### src/rtl/alu_op_sequencer.sv
// Clocked requester for the combinational gate-level ALU: latches one
// operation, holds the ALU inputs for a settle window so the ripple carry
// can propagate, then captures and returns the result over a handshake.
module alu_op_sequencer #(
  parameter int WIDTH         = 32,
  parameter int SETTLE_CYCLES = 4
) (
  input  logic             clk,
  input  logic             reset,
  input  logic             req_valid,
  output logic             req_ready,
  input  logic [2:0]       req_op,
  input  logic [WIDTH-1:0] req_a,
  input  logic [WIDTH-1:0] req_b,
  output logic             rsp_valid,
  input  logic             rsp_ready,
  output logic [WIDTH-1:0] rsp_result,
  output logic             rsp_overflow,
  output logic             rsp_zero,
  output logic [2:0]       alu_operation,
  output logic [WIDTH-1:0] alu_a,
  output logic [WIDTH-1:0] alu_b,
  input  logic [WIDTH-1:0] alu_out,
  input  logic             alu_overflow,
  output logic             busy
);

  // A zero-length window would capture before the inputs reach the ALU.
  localparam int         SETTLE_EFF = (SETTLE_CYCLES < 1) ? 1 : SETTLE_CYCLES;
  localparam logic [3:0] CNT_INIT   = 4'(SETTLE_EFF - 1);

  localparam logic [2:0] OP_ADD = 3'd0;
  localparam logic [2:0] OP_SUB = 3'd1;

  typedef enum logic [1:0] {
    IDLE,
    SETTLE,
    RESP
  } state_t;

  state_t     state;
  state_t     state_nxt;
  logic [3:0] cnt;
  logic       req_fire;
  logic       capture;
  logic       rsp_fire;

  // Only the adder path produces a meaningful overflow; logic ops and SLT
  // may leave junk on the ALU's overflow pin.
  function automatic logic mask_overflow(input logic [2:0] op, input logic ovf);
    return ovf & ((op == OP_ADD) || (op == OP_SUB));
  endfunction

  assign req_ready = (state == IDLE) && !reset;
  assign rsp_valid = (state == RESP);
  assign busy      = (state != IDLE);
  assign req_fire  = req_valid && req_ready;
  assign capture   = (state == SETTLE) && (cnt == 4'd0);
  assign rsp_fire  = rsp_valid && rsp_ready;

  // State register; reset abandons any operation in flight.
  always_ff @(posedge clk) begin
    if (reset) state <= IDLE;
    else       state <= state_nxt;
  end

  // Next-state decode.
  always_comb begin
    state_nxt = state;
    case (state)
      IDLE:    if (req_fire) state_nxt = SETTLE;
      SETTLE:  if (capture)  state_nxt = RESP;
      RESP:    if (rsp_fire) state_nxt = IDLE;
      default: state_nxt = IDLE;
    endcase
  end

  // Operand launch, settle countdown and result capture.
  always_ff @(posedge clk) begin
    if (reset) begin
      alu_operation <= '0;
      alu_a         <= '0;
      alu_b         <= '0;
      cnt           <= '0;
      rsp_result    <= '0;
      rsp_overflow  <= 1'b0;
      rsp_zero      <= 1'b0;
    end else begin
      if (req_fire) begin
        alu_operation <= req_op;
        alu_a         <= req_a;
        alu_b         <= req_b;
        cnt           <= CNT_INIT;
      end else if ((state == SETTLE) && (cnt != 4'd0)) begin
        cnt <= cnt - 4'd1;
      end
      if (capture) begin
        rsp_result   <= alu_out;
        rsp_zero     <= (alu_out == '0);
        rsp_overflow <= mask_overflow(alu_operation, alu_overflow);
      end
    end
  end

endmodule
### config.mk
export PLATFORM = sky130hd
export DESIGN_NAME = alu_op_sequencer
export DESIGN_NICKNAME = d
export VERILOG_FILES = /design/src/rtl/alu_op_sequencer.sv
export SDC_FILE = /design/constraint.sdc
export NUM_CORES = 1
export LEC_CHECK = 0
export CAP_MARGIN = 10
export CORE_AREA = 2 2 105 107
export CTS_CLUSTER_DIAMETER = 50
export DETAILED_ROUTE_END_ITERATION = 7
export DIE_AREA = 0 0 107 109
export GPL_ROUTABILITY_DRIVEN = 0
export PLACE_DENSITY_LB_ADDON = 0.25
export SLEW_MARGIN = 20
export SYNTH_ARGS = -nofsm -noshare
export SYNTH_HDL_FRONTEND = slang
export SYNTH_SLANG_ARGS = --single-unit
### constraint.sdc
create_clock -name clk -period 1.85 [get_ports clk]
set_clock_uncertainty 0.05 [all_clocks]
set_input_delay 0.37 -clock clk [delete_from_list [all_inputs] [get_ports clk]]
set_output_delay 0.37 -clock clk [all_outputs]
set_load 0.005 [all_outputs]
Word level (Yosys, flattened, before mapping) --
Cells that the tools add are included.
Operators by class: add/sub/neg operators 1, eq/ne operators 6, multiplexer cells 6, bitwise logic cells 1, reductions and logical operators 16
Operators by type and width (count):
- zero test 32 bit | 1
- 2-to-1 mux 2 bit | 5
- case mux 2 bit (3 select lines) | 1
- logical AND 1 bit | 5
- zero test 4 bit | 1
- inequality test 2 bit (second input constant) | 2
- nonzero test 2 bit | 2
- nonzero test 4 bit | 1
- subtractor 4 x 1 -> 4 bit (second input constant) | 1
- == test 3 x 1 -> 1 bit (second input constant) | 1
- zero test 3 bit | 1
- AND reduction 3 bit | 1
- == test 2 x 1 -> 1 bit (second input constant) | 1
- == test 2 bit (second input constant) | 1
- zero test 2 bit | 1
- inequality test 2 x 1 -> 1 bit (second input constant) | 1
- OR reduction 2 bit | 1
- bitwise AND 1 bit | 1
- zero test 1 bit | 1
- logical OR 1 bit | 1
Word-level totals: register bits after elaboration 107, bits of input ports 104, logic and storage cells 39

Logic depth before layout (Yosys ltp) --
Gate-level depths: netlist of run 1.
depth after elaboration 5, gate-level depth with buffers 7

Least setup slack after synthesis of run 1 --
Ideal clock, no wire load.
kind register -> register, start register cnt[0], end register rsp_result[10], arrival 1400 ps, data required time 1668 ps, path slack 268 ps, cell stages (with the launch flop) 8, buffers on the path 2, cells stage by stage dfxtp_1 > inv_1 > ha_1 > or3b_1 > clkbuf_1 > clkbuf_1 > o21ai_0 > a21oi_1
On the way: longest elaborated chain between the ends 2
RTL lines:
- start: declaration | RTL line 43 | logic [3:0] cnt;
- start signal: assignment | RTL line 95 | cnt <= cnt - 4'd1;
- zero test 4 bit | RTL line 58 | assign capture = (state == SETTLE) && (cnt == 4'd0);
- logical AND 1 bit | RTL line 58
- end signal: assignment | RTL line 98 | rsp_result <= alu_out;
- end: declaration | RTL line 17 | output logic [WIDTH-1:0] rsp_result,
Every way passes these cells. A chain may end at the register's enable or synchronous reset.

Final worst setup path of run 1 --
start register state[1], end output port busy
On the way: longest elaborated chain between the ends 1
RTL lines:
- start: declaration | RTL line 41 | state_t state;
- start signal: assignment | RTL line 64 | else state <= state_nxt;
- nonzero test 2 bit | RTL line 56 | assign busy = (state != IDLE);
- end: declaration | RTL line 25 | output logic busy
Every way passes these cells.

==> results of run 1 <==
==> per-layer routing <==
layer,vias to the layer above,wire length [microns]
met5,-,0
met4,0,220
met3,18,1200
met2,168,5540
met1,1894,4970
li1,2061,-
==> sequential cells by signal, indices dropped and copies added (netlist names) <==
signal,count
rsp_zero,1
alu_operation,3
alu_b,32
alu_a,32
cnt,4
state,2
rsp_overflow,1
rsp_result,32
==> worst reg2reg max path: stages, from the launching register on <==
cell,delay (ns)
dfxtp_1,0.33
inv_1,0.07
ha_1,0.19
nor3b_4,0.46
buf_4,0.29
nand3_1,0.10
a21oi_1,0.13
==> layout by cell type, fill, tap and decap left out, types with 2 or more instances in the layout <==
cell,Yosys,layout
nand4_1,3,3
nor2b_1,2,2
o21ai_1,10,10
nor2_1,3,3
dfxtp_1,107,105
clkinv_4,0,3
nor3_1,3,2
nand3_1,34,34
or4_1,2,2
o21ai_0,95,95
a21oi_1,37,37
a31oi_1,2,2
buf_4,5,8
clkdlybuf4s50_1,0,203
or2_2,2,2
or3_1,2,2
nor4_1,7,7
buf_12,0,8
dlygate4sd2_1,0,3
nand2_1,68,68
clkbuf_8,0,10
nand2b_1,67,67
inv_1,3,3
==> cell type report <==
type,instances,area share [%]
clock buffers,11,2.14
well taps,140,2.65
multi-input cells,345,27.4
flip-flops and latches,107,32.5
inverters,3,0.170
clock inverters,5,0.587
repair buffers,223,34.6
==> worst min-delay path by stage <==
stage	end	cells after the start
detailed placement	alu_b[26]	2
global placement	alu_b[28]	2
finish	cnt[1]	4
floorplan	alu_a[12]	2
CTS	cnt[1]	4
global route	cnt[1]	4
==> per-stage QoR <==
step                      cells  TNS [ns]
after detailed placement    818   -0.0265
final                       834         0
after floorplan             497         0
after global placement      818         0
after global routing        834         0
after CTS                   834         0
==> synthesized netlist by cell type (2+ instances only) <==
cell        n
nor3_1      3
nand3_1    34
nand4_1     3
o21ai_1    10
or4_1       2
or3_1       2
buf_4       5
nand2b_1   67
nor4_1      7
o21ai_0    95
nand2_1    68
a21oi_1    37
buf_2      13
clkbuf_1   23
dfxtp_1   107
or2_2       2
nor2b_1     2
nor2_1      3
inv_1       3
nor3b_1     2
a31oi_1     2
==> power by group through the flow <==
stage               logic (uW)  registers, uW  clock network (uW)
finish                    1080           2560                1320
global route              1180           2580                1480
CTS                       1090           2560                1370
detailed placement        1080           2610                   0
global placement          1070           2600                   0
floorplan                  380           2610                   0
==> kinds of logic after synthesis <==
family | count (synthesis)
and+or+nand+nor | 199
AOI/OAI and AO/OA | 145
DFF | 107
buffers and inverters | 45
adders and majority gates | 1
==> results.cfg, run 1 <==
[cells_and_area]
final_core_util_pct = 62.3
fill_cells = 898
nets = 794
final_cell_area_sq_mm = 0.00661
syn2layout_area_growth_pct = 59.6
register_area_sq_mm = 0.00215
antennaDiodeCount = 0
multi_input_area_sq_mm = 0.00181
drive_gt1_share_pct = 5.76

[clock_network]
postCtsResizedCells = 8
htreeDepth = 3
post_cts_buffers = 0
cts.path.max_buffers = 2
holdBufCountCts = 0
path_clk_slew_ns = 0.10
root_buffer = clkbuf_8
clkSinkCount = 107
cts_tree = done
clk_latency_ns = 0.37
numCtsBuffers = 9

[pwr]
p_seq_share_pct = 51.5
p_leak_uw = 0.00231
p_sw_share_pct = 26.6
intPower_uw = 3640
power.density_mw_per_mm2 = 751
p_comb_share_pct = 21.8
p_clk_share_pct = 26.7
power_uw = 4960
switching_power_uw = 1320
peakVddDrop_uv = 430

[setup_path]
worstSetupStartpoint = state[1]
reg2reg_to = rsp_result[1]
r2r-start = cnt[0]
path_class = reg -> out
r2r_cells = 6
slowest_delay_ns = 0.38
crit_slowest_cell = dfxtp_4
cp_num_buf_inv = 1
crit_path_start_kind = flop
r2r_slack_ns = 0.15
crit_path_end = busy
crit_chain = or2_2 -> dlygate4sd2_1
cp.depth = 2
arrival_ns = 1.33
crit_family = flip-flops
crit_required_ns = 1.43
endpoint_kind = output pin
crit_fanout = 7

[routing]
firstDrtPassIters = 5
ant_nets = 0
first_iter_violations = 174
wirelength_microns = 11900
route.detailed.drc = 0
vias = 4141
drt-wirelength-per-cell_microns = 14.3
drt-vias-per-instance = 4.97

[sta]
period_share_pct = 94.4
relSlewSlack_pct = 67.6
final_max_slew_viol_count = 0
setup_viol = 0
fin_ws_ns = 0.104
tightest_slew_ns = 0.485
period_minus_slack_ns = 1.75
rsz0062_at_grt = false
whs_ns = 0.321
fmax_mhz = 573
hold_viol = 0

[placement]
dpl-instance-area_sq_mm = 0.00641
io_buffers = 207
pre_cts_slack_ns = -0.0139
dp_hpwl_microns = 8610

[grt]
grt_util_met2_pct = 34.2
grt_max_degree = 108
grt_pass1_wl_microns = 18900
track_usage_pct = 20.4
busiest_layer = met2
grt_use_met3_pct = 7.77
grt_remaining_overflow = 0
grt_pass1_vias = 3935
antenna_found_initial = 0
grt_use_met1_pct = 23.8

[synth]
synthAdderAreaFrac_pct = 0.302
ys_warn_count = 0
synth.ff_latch_count = 107
yosysSeqAreaShare_pct = 51.7
synth.distinct_cells = 28
synth_top_family_by_area = simple AND/OR/NAND/NOR gates
avgSynthCellArea_sq_um = 8.33
yosys.area.top_type = dfxtp_1
syn-instance-count = 497
synth_edf_count = 0
synth.top_cell.area_share_pct = 51.7
synth.area.top_cells = dfxtp_1, o21ai_0, nand2b_1
synth_compound_area_share_pct = 17.6
synth_ff_type = dfxtp_1
synthXorXnorAreaFrac_pct = 0
muxShareOfSynthArea_pct = 0
synth.cell_area_sq_mm = 0.00414
synth-simple-area-share_pct = 25.4
syn_nets = 602
synthArstFlopShare_pct = 0

[floorplanning]
io_pins = 208
core_area_sq_mm = 0.0106
start_util_pct = 39.0
row_count = 38
die_h_microns = 109
dieArea_sq_mm = 0.0117
die_x_microns = 107

[outcome]
status = complete, no violations

[hold_path]
min-delay-start = reset
hold_path_class = in -> reg

[job]
cap_violations = 0
Power figures use the tool's default switching activity.
==> run 2: changes to the inputs <==
--- a/config.mk
+++ b/config.mk
@@ -6,12 +6,14 @@
 export NUM_CORES = 1
 export LEC_CHECK = 0
 export CAP_MARGIN = 10
-export CORE_AREA = 2 2 105 107
+export CORE_AREA = 2 2 104 106
+export CTS_BUF_LIST = sky130_fd_sc_hd__clkbuf_4
 export CTS_CLUSTER_DIAMETER = 50
 export DETAILED_ROUTE_END_ITERATION = 7
-export DIE_AREA = 0 0 107 109
+export DIE_AREA = 0 0 106 108
 export GPL_ROUTABILITY_DRIVEN = 0
 export PLACE_DENSITY_LB_ADDON = 0.25
+export SETUP_SLACK_MARGIN = 0.15
 export SLEW_MARGIN = 20
 export SYNTH_ARGS = -nofsm -noshare
 export SYNTH_HDL_FRONTEND = slang
==> run 2 against run 1 <==
Compared with the run above:
- clock power decreased by 16%
- highest routed layer unchanged
- critical path type unchanged
- non-clock buffer count increased by 11
- combinational power decreased by 4%
- cell area increased by 0.34%
==> results.cfg, run 2 (synthesis gave the netlist of run 1 again) <==
[pwr]
peakVddDrop_uv = 386
p_leak_uw = 0.00279
power.density_mw_per_mm2 = 713

[sta]
period_share_pct = 90.3
period_minus_slack_ns = 1.67
fmax_mhz = 598
whs_ns = 0.341
final_max_slew_viol_count = 0
rsz0062_at_grt = true
fin_ws_ns = 0.179
relSlewSlack_pct = 73.3
hold_viol = 0
setup_viol = 0
tightest_slew_ns = 0.398

[clock_network]
clk_latency_ns = 0.43
clkSinkCount = 107
cts_tree = done
path_clk_slew_ns = 0.14
cts.path.max_buffers = 2
htreeDepth = 3
numCtsBuffers = 9
holdBufCountCts = 0
root_buffer = clkbuf_4

[cells_and_area]
register_area_sq_mm = 0.00226
nets = 805
antennaDiodeCount = 0
final_core_util_pct = 64.8
final_common_cell = clkdlybuf4s50_1
drive_gt1_share_pct = 19.5
layout.cells.non_filler = 839
fill_cells = 942
multi_input_area_sq_mm = 0.00182
reg.largest.list = alu_a: 32 flops, alu_b: 32 flops, rsp_result: 32 flops
syn2layout_area_growth_pct = 60.1
final_cell_area_sq_mm = 0.00663
final_cell_mix = clkdlybuf4s50_1, dlygate4sd2_1, dfxtp_2

[placement]
dp_hpwl_microns = 8680
pre_cts_slack_ns = -0.0395
io_buffers = 207
dpl-instance-area_sq_mm = 0.00640
dp_cells = 813

[setup_path]
r2r-start = cnt[0]
reg2reg_to = rsp_zero
arrival_ns = 1.25
r2r_slack_ns = 0.20
r2r_cells = 6
crit_path_end = req_ready
endpoint_kind = output pin
crit_required_ns = 1.43
path_class = reg -> out
crit_path_start_kind = flop
worstSetupStartpoint = state[0]
crit_fanout = 3

[hold_path]
hold_path_class = in -> reg

[grt]
antenna_found_initial = 0
track_usage_pct = 21.2
grt_max_degree = 107
grt_pass1_vias = 4036
grt_remaining_overflow = 0
grt_pass1_wl_microns = 19400

[floorplanning]
core_area_sq_mm = 0.0102
die_h_microns = 108
dieArea_sq_mm = 0.0114
start_util_pct = 40.5
die_x_microns = 106
row_count = 37
io_pins = 208

[routing]
dr_wl_met3_microns = 1190
wl_met1_microns = 4930
firstDrtPassIters = 4
ant_nets = 0
route.detailed.drc = 0
wl_met2_microns = 6020
vias = 4160
drt-vias-per-instance = 4.96
first_iter_violations = 113
wirelength_microns = 12400
highest_layer = met4
drt-wirelength-per-cell_microns = 14.7

[outcome]
status = complete, no violations

[job]
cap_violations = 0
run 2: repair_timing:
item | in CTS | in global routing
setup buffers | 9 | 3
gates resized for setup | 205 | 25
endpoints found under the hold margin | 0 | 0
endpoints found under the setup margin | 105 | 39
cloned | 0 | 0
pin swaps | 1 | 0
run 2: through the flow:
step / setup TNS [ns] / power [uW]
after floorplan: 0 / 2990
final: 0 / 4730
after global routing: 0 / 4990
after CTS: 0 / 4750
after global placement: -0.0153 / 3680
after detailed placement: -0.0395 / 3700
run 2: worst min-delay path by stage:
| stage | depth (start not counted) | to | startpoint |
|---|---|---|---|
| after global routing | 3 | alu_a[25] | reset |
| final | 3 | alu_a[25] | reset |
| after global placement | 2 | alu_b[26] | alu_b[26] |
| after detailed placement | 2 | alu_a[12] | alu_a[12] |
| after floorplan | 2 | alu_a[12] | alu_a[12] |
| after CTS | 3 | alu_a[25] | reset |
run 2: layout make-up:
cell class / instances / area share, %
timing repair buffer: 234 / 34.0
inverter: 3 / 0.170
clock buffer: 10 / 1.13
tap: 136 / 2.57
clock inverter: 4 / 0.661
multi-input combinational: 345 / 27.4
sequential: 107 / 34.1
run 2: power by group:
group | internal [uW] | switching, uW | leakage, uW | total (uW)
Combinational | 578 | 464 | 0.00180 | 1040
Clock | 407 | 706 | 0.0000695 | 1110
Sequential | 2490 | 83.9 | 0.000914 | 2570
run 2: worst max-delay path: stages (launching register included):
cell and delay [ns]:
dfxtp_4 0.38, buf_6 0.12, nor3_4 0.18, buf_2 0.14
run 2: metal layers:
metal / up-vias / GRT usage, %
li1: 2080 / -
met1: 1906 / 23.6
met2: 158 / 36.9
met3: 16 / 7.96
met4: 0 / 8.55
met5: - / 0
